### src/rtl/ks_sub24_pipe.sv
// ks_sub24_pipe: 7-stage registered Kogge-Stone subtractor, o_diff = a - b - bin with valid/ready.
// Optional macro KS_SUB_OVF_EN adds the registered signed-overflow output o_ovf.
module ks_sub24_pipe #(
    parameter int TAG_W = 4
) (
    input  logic             i_clk,
    input  logic             i_rst_n,
    input  logic             i_valid,
    output logic             o_ready,
    input  logic [23:0]      i_a,
    input  logic [23:0]      i_b,
    input  logic             i_bin,
    input  logic [TAG_W-1:0] i_tag,
    output logic             o_valid,
    input  logic             i_ready,
    output logic [23:0]      o_diff,
    output logic             o_bout,
`ifdef KS_SUB_OVF_EN
    output logic             o_ovf,
`endif
    output logic [TAG_W-1:0] o_tag
);
    logic             vld [1:6];
    logic [TAG_W-1:0] tag [1:6];
    logic [23:0]      pp  [1:6];
    logic [23:0]      gg  [1:6];
    logic [23:0]      p0  [1:6];
    logic             c0  [1:6];
    logic [23:0]      nxt_g [2:6];
    logic [23:0]      nxt_p [2:6];

    assign o_ready = ~o_valid | i_ready;

    // c0 sits at bit -1 with P = 0: the bit at k = s-1 takes a grey cell against it, lower bits are already final
    for (genvar n = 2; n <= 6; n++) begin : g_lvl
        localparam int s = 1 << (n - 2);
        assign nxt_g[n] = gg[n-1] | (pp[n-1] & ((gg[n-1] << s) | (24'(c0[n-1]) << (s - 1))));
        assign nxt_p[n] = pp[n-1] & ((pp[n-1] << s) | ~(24'hffffff << s));
    end

    always_ff @(posedge i_clk) begin
        if (!i_rst_n) begin
            for (int n = 1; n <= 6; n++) begin
                vld[n] <= 1'b0;
                tag[n] <= '0;
                pp[n]  <= '0;
                gg[n]  <= '0;
                p0[n]  <= '0;
                c0[n]  <= 1'b0;
            end
            o_valid <= 1'b0;
            o_tag   <= '0;
            o_diff  <= '0;
            o_bout  <= 1'b0;
`ifdef KS_SUB_OVF_EN
            o_ovf   <= 1'b0;
`endif
        end else if (o_ready) begin
            vld[1] <= i_valid;
            tag[1] <= i_tag;
            pp[1]  <= i_a ^ ~i_b;
            gg[1]  <= i_a & ~i_b;
            p0[1]  <= i_a ^ ~i_b;
            c0[1]  <= ~i_bin;
            for (int n = 2; n <= 6; n++) begin
                vld[n] <= vld[n-1];
                tag[n] <= tag[n-1];
                pp[n]  <= nxt_p[n];
                gg[n]  <= nxt_g[n];
                p0[n]  <= p0[n-1];
                c0[n]  <= c0[n-1];
            end
            o_valid <= vld[6];
            o_tag   <= tag[6];
            o_diff  <= p0[6] ^ {gg[6][22:0], c0[6]};
            o_bout  <= ~gg[6][23];
`ifdef KS_SUB_OVF_EN
            o_ovf   <= gg[6][22] ^ gg[6][23];
`endif
        end
    end
endmodule

### config.mk
export PLATFORM = sky130hd
export DESIGN_NAME = ks_sub24_pipe
export DESIGN_NICKNAME = d
export VERILOG_FILES = /design/src/rtl/ks_sub24_pipe.sv
export SDC_FILE = /design/constraint.sdc
export NUM_CORES = 1
export LEC_CHECK = 0
export CAP_MARGIN = 25
export CORE_ASPECT_RATIO = 1.5
export CORE_MARGIN = 2
export CORE_UTILIZATION = 40
export DETAILED_ROUTE_END_ITERATION = 10
export PLACE_DENSITY_LB_ADDON = 0.08
export RECOVER_POWER = 25
export SETUP_SLACK_MARGIN = 0.3
export SYNTH_ARGS = -nofsm -noshare
export SYNTH_HDL_FRONTEND = slang
export SYNTH_SLANG_ARGS = --single-unit
### constraint.sdc
create_clock -name i_clk -period 35.7 [get_ports i_clk]
set_input_delay 5.355 -clock i_clk [delete_from_list [all_inputs] [get_ports i_clk]]
set_output_delay 5.355 -clock i_clk [all_outputs]
set_load 0.005 [all_outputs]
# After elaboration in Yosys (flattened, before gate mapping)
# Memory sizes are Yosys's and may differ from the RTL's. A register that Yosys moved wholly into a read port is not among the register bits.
# Index checks and enable logic that the tools add are counted.
classes:
  muxes: 40
  n_bitwise: 64
  reduce_logical: 2
ops:
  columns: ["cell", "n"]
  rows:
  - ["$mux 24", 18]
  - ["$and 24x24->24", 11]
  - ["$or 24x24->24", 5]
  - ["$xor 24x24->24", 2]
  - ["$or 1x1->1", 37]
  - ["$mux 4", 6]
  - ["$not 24->24", 1]
  - ["$or 24x1->24", 1]
  - ["$or 24x16->24", 1]
  - ["$or 24x2->24", 1]
  - ["$or 24x4->24", 1]
  - ["$or 24x8->24", 1]
  - ["$mux 1", 16]
  - ["$not 1->1", 3]
  - ["$logic_not 1->1", 2]
word_totals:
  ff_bits: 25
  ramBits: 468
  word_cells: 114
  memories: 6
memory_table:
  columns: ["memory", "depth", "word_bits", "rd", "rd_clocked_by_memory_dff", "wr", "line", "source"]
  rows:
  - ["gg", 6, 24, 6, 0, 6, "26", "logic [23:0] gg [1:6];"]
  - ["p0", 6, 24, 6, 0, 6, "27", "logic [23:0] p0 [1:6];"]
  - ["pp", 6, 24, 5, 0, 6, "25", "logic [23:0] pp [1:6];"]
  - ["tag", 6, 4, 6, 1, 6, "24", "logic [TAG_W-1:0] tag [1:6];"]
  - ["c0", 6, 1, 6, 0, 6, "28", "logic c0 [1:6];"]
  - ["vld", 6, 1, 6, 1, 6, "23", "logic vld [1:6];"]

# Depth between registers and ports, before layout
# Gate-level depths: netlist of the first run.
logic_depth:
  word_depth: 6
  ltp_mapped: 7
  ltp_nobuf: 4

# Worst setup path after synthesis of the first run
# OpenSTA, ideal clock, no wires.
synth_timing:
  path_type: "input port to flip-flop"
  startpoint: "input port i_rst_n"
  endpoint: "memory c0[1] (enable)"
  setup_time_ps: 2862
  arrival_time_ps: 12128
  path_slack_ps: 20709
  stages: 3
  cell_sequence: "buf_2 > clkbuf_1 > nand2_1"
synth_rtl:
  columns: ["item", "line", "source"]
  rows:
  - ["start, declared", "7", "input logic i_rst_n,"]
  - ["end, declared", "28", null]

==> results of run 1 <==
[cells in the final DEF, fill, tap and decap left out, drive strengths merged, types with 4 or more instances in the layout]
master	n
xnor2	24
ha	24
edfxtp	394
o21ai	24
and2	24
buf	8
nor2	95
clkinv	19
inv	24
and3	276
dfxtp	30
a21boi	4
nand2	11
a21oi	118
clkdlybuf4s50	55
dlygate4sd3	31
clkbuf	52
[final timing paths]
| path | endpoint | slack [ps] |
|---|---|---|
| max | pp[0][119] | 21440 |
| min | o_tag[0] | 460 |
| max reg2reg | pp[0][119] | 26410 |
| min reg2reg | o_tag[0] | 460 |
[kinds of logic (layout without fill, tap and decap cells)]
| group | after synthesis | after routing | share of synthesized area, % |
|---|---|---|---|
| adder cells (fa/ha/maj) | 24 | 24 | 1.82 |
| XOR/XNOR | 24 | 24 | 1.28 |
| buffers and inverters | 101 | 190 | 2.83 |
| flip-flops | 424 | 424 | 75.5 |
| AO/OA/AOI/OAI | 148 | 148 | 4.61 |
| AND/OR/NAND/NOR | 407 | 407 | 13.9 |
[state kept, by name, summed over array words and instances (netlist names)]
signal and cells:
o_diff 24, pp 73, vld 6, p0 141
gg 144, tag 24, o_tag 4, o_valid 1
c0 6, o_bout 1
[through the flow]
step	area, um^2	hold WS [ps]
floorplan	16500	434
global route	18800	485
CTS	18800	474
finish	18800	463
global placement	17700	458
detailed placement	17700	465
[power breakdown]
group / internal (mW) / switching, mW
registers: 0.551 / 0.00630
logic: 0.0140 / 0.0144
clock network: 0.210 / 0.173
[critical path: stages]
cell	delay [ps]
dlygate4sd3_1	530
nor2b_1	110
clkinvlp_2	1010
clkbuf_1	5940
and2_4	1170
and3_1	250
[cell type report]
class / count / area, um^2 / share of cell area [%]
clock buffers: 51 / 1060 / 5.65
clock inverters: 19 / 83.8 / 0.445
inverters: 25 / 95.1 / 0.505
multi-input cells: 603 / 3550 / 18.9
flip-flops and latches: 424 / 12400 / 66.0
well taps: 511 / 639 / 3.40
repair buffers: 95 / 961 / 5.10
[routing by layer]
metal	global-route usage [%]	up-vias	part of all wire (%)
met5	0	-	0
met4	4.44	0	2.2
met3	2.32	46	3.4
met2	24.9	150	51
met1	18.3	4174	44
li1	-	4300	-
==> metrics.txt, run 1 <==
number of warnings issued by yosys 0; largest net degree at the start of global routing 234; Die Wd 170 um; fillcell total about 3.7k; worst path arrival time 14650 ps; DRT Pass-1 Iters 4; worst-case reg-to-reg path depth 5; share of the synthesized area in the top cell type a little under three quarters; Post-Place Setup Slack between 20000 and 25000 ps; synth cell count leaders edfxtp_1, and3_1, a21oi_1, nor2_1, clkbuf_1; routed vias approximately 8.7k; port bufs 87; setup violators final 0; post-CTS repair timing setup buffer count 0; crit end category flip-flop; synth top area cells edfxtp_1, and3_1, dfxtp_1, a21oi_1, nor2_1; Die Area 42800 um^2; FF+latch count, synth 424; leakage power 8.46 nW; post-synth top area cell edfxtp_1; Hold Startpoint o_tag[0]; CTS resizes 0; grt total ovfl 0; synthesized instance count 1128; worst path required time 36090 ps; NumNets Final 1270; I/O pin count 88; mean post-synth cell area 14.6 um^2; RSZ-0062 raised after global routing no; f_max between 70 and 80 MHz; CTS tree built; clock-pin slew on the worst setup and hold paths 60 ps; Rows 91; crit path launch type input port; r2r startpoint o_valid; register area share after synthesis 75.5%; worst slew pin tran approximately 8500 ps; P&R area growth vs syn 14.4%; Netlist cell types 21; Synth Flop Type edfxtp_1; Net Count, Synth 1209; Post-CTS Hold Buffers 0; CP Launch Point i_ready; Placed Cells approximately 1.7k; DP HPWL 16900 um; antenna-violating nets left 0; Starting Density 40.3%; drt total wl approximately 30000 um; DRC 0; final std cells w/o fill 1728; run status finished, violations left; total CTS buffers 40; CTS max path bufs 3; mapped cell area 16500 um^2; first-pass GRT wire length 47900 um; Hold Crit Class flip-flop to flip-flop; worst rel slew slack -467%; core area 40900 um^2; clock skew between 10 and 15 ps; Hold Crit Depth 2; DR vias/cell 5.02; count leader, synth edfxtp_1; EDFF count, synth between 300 and 400; Final Hold Vio Count 0; initial antenna violation count 0; gpl congestion about 0.7; Setup TNS Final 0 ps; failing checks capacitance limit, slew limit; final design utilization between 40 and 50%; antenna cells 0; vias in the first global route 8633; VDD IR max 25.7 uV; Crit Path Category input port to flip-flop; Die Ht between 200 and 300 um; initial detailed-routing violation count between 600 and 700; H-tree depth 2; Tot Pwr around 0.97 mW; PD cells 51.4 nW/um^2; clock root cell clkbuf_16; min cycle time layout 14260 ps; WL/cell around 18 um; Max Cap Viol 3; slack of the critical path around 21000 ps; total track usage between 10 and 15%; Crit Path Max Fanout 233; Slew Limit Fails 342; Worst-Skew Late Latency 530 ps; Synth async-reset ratio 0%; layout cells sized above 1 ~5%; period utilization 39.9%; CTS sink cnt roughly 420
No activity file was read; power rests on OpenSTA's default activity.
==> run 2: changes to the inputs <==
==> constraint.sdc (replaced) <==
create_clock -name i_clk -period 14.75 [get_ports i_clk]
set_input_delay 2.2125 -clock i_clk [delete_from_list [all_inputs] [get_ports i_clk]]
set_output_delay 2.2125 -clock i_clk [all_outputs]
set_load 0.005 [all_outputs]
==> run 2 against run 1 <==
Net effect:
- the flow still finishes with violations (capacitance limit, slew limit)
- routed wire length fell by 0.74%
- sequential cell count is the same
- final area up 0.51%
- clock power increased by 150%
- hold slack got worse by 2.4 ps
- critical path type unchanged
==> metrics.txt, run 2 (synthesis results as in run 1) <==
worst path arrival time 9520 ps (-5130 ps); antenna cells 0 (unchanged); Post-CTS Hold Buffers 0 (unchanged); port bufs 87 (unchanged); crit path launch type input port; clock-pin slew on the worst setup and hold paths 60 ps (about the same); layout cells sized above 1 5.41% (+0.40 points); H-tree depth 2 (unchanged); Die Area 42800 um^2 (unchanged); setup violators final 0 (unchanged); WL/cell 17.4 um (-0.86%); Post-Place Setup Slack 8790 ps (-14690 ps); fillcell total 3628 (-0.96%); post-CTS repair timing setup buffer count 0 (unchanged); Final Hold Vio Count 0 (unchanged); crit end category flip-flop; initial detailed-routing violation count 637 (-6.2%); CTS resizes 0 (unchanged); Worst-Skew Late Latency 530 ps (about the same); period utilization 61.8%; antenna-violating nets left 0 (unchanged); Top reg by flops gg; Crit Path Category input port to flip-flop; initial antenna violation count 0 (unchanged); CTS tree built; worst slew pin tran 5150 ps (-3350 ps); area of the multi-input gates 3570 um^2 (+0.49%); worst path required time 15150 ps (-20940 ps); Die Wd 170 um (unchanged); Rows 91 (unchanged); CTS max path bufs 3 (unchanged); I/O pin count 88 (unchanged); run status finished, violations left; DRC 0 (unchanged); CTS sink cnt 424 (unchanged); Crit Path Max Fanout 145 (-38%); Starting Density 40.3% (unchanged); clock skew 10.4 ps (+0.162 ps); Slew Limit Fails 265 (-23%); most frequent cells in the layout edfxtp_1, and3_1, a21oi_1, nor2_1, clkdlybuf4s50_1; gpl congestion 0.764 (+11%); Hold Crit Class flip-flop to flip-flop; RSZ-0062 raised after global routing no; DRT Pass-1 Iters 4 (unchanged); f_max 110 MHz; core area 40900 um^2 (unchanged); leakage power 8.50 nW (+0.52%); largest net degree at the start of global routing 168 (-28%); vias in the first global route 8570 (-0.73%); Largest regs gg x144, p0 x141, pp x73; total CTS buffers 41 (+2.5%); total track usage 14.2% (-0.056 points); min cycle time layout 9120 ps; failing checks capacitance limit, slew limit; routed vias 8550 (-1.4%); Reg area 12400 um^2 (unchanged); Die Ht 252 um (unchanged); P&R area growth vs syn 15.0%; grt total ovfl 0 (unchanged); VDD IR max 63.1 uV (+150%); number of flip-flops in the largest register 144 (unchanged); slack of the critical path 5630 ps (-15810 ps); Max Cap Viol 2 (-1); NumNets Final 1273 (+0.24%); DR vias/cell 4.94 (-1.5%); commonest non-fill, non-tap cell in the layout edfxtp_1; first-pass GRT wire length 47700 um (-0.26%); PD cells 125 nW/um^2 (+140%); clock root cell clkbuf_16; worst rel slew slack -243% (+220 points); drt total wl 30000 um (-0.74%); DP HPWL 17200 um (+1.8%); Setup TNS Final 0 ps (unchanged)
run 2: critical path, stage by stage:
cell,delay [ps]
clkbuf_1,3540
clkbuf_1,2910
and3_1,580
and2_1,150
run 2: worst paths after layout:
kind | start | endpoint | slack, ps | cells past startpoint
setup reg to reg | o_valid | o_diff[9] | 12080 | 6
hold reg to reg | o_tag[1] | o_tag[1] | 460 | 2
hold / removal | o_tag[1] | o_tag[1] | 460 | 2
setup / recovery | i_rst_n | pp[0][61] | 5630 | 4
run 2: final cells by class:
cell class / instances / share of cell area [%]
Timing Repair Buffer: 97 / 5.22
Clock inverter: 18 / 0.569
Clock buffer: 52 / 5.75
Multi-Input combinational cell: 603 / 18.9
Sequential cell: 424 / 65.7
Tap cell: 511 / 3.38
Inverter: 25 / 0.522
run 2: report_power, final:
part           internal, mW  leakage (nW)  switching (mW)
Clock                 0.536         0.590           0.419
Sequential             1.33          5.04          0.0154
Combinational        0.0350          2.88          0.0341
run 2: metrics by stage:
step	hold WS (ps)	utilization, %	instances	cell area (um^2)	power, mW
2_1_floorplan	434	-	1128	16500	1.41
4_1_cts	467	46.3	1729	18900	2.41
3_3_place_gp	448	43.3	1658	17700	1.44
5_1_grt	486	46.3	1730	18900	2.46
6_report	461	46.3	1730	18900	2.37
3_5_place_dp	452	43.3	1659	17700	1.44
run 2: layer usage:
layer / up-vias / part of all wire, % / global-route usage (%)
met3: 55 / 3.3 / 2.41
met4: 0 / 3.3 / 5.42
met1: 4032 / 43 / 18.0
li1: 4309 / - / -
met2: 154 / 50 / 24.5
met5: - / 0 / 0
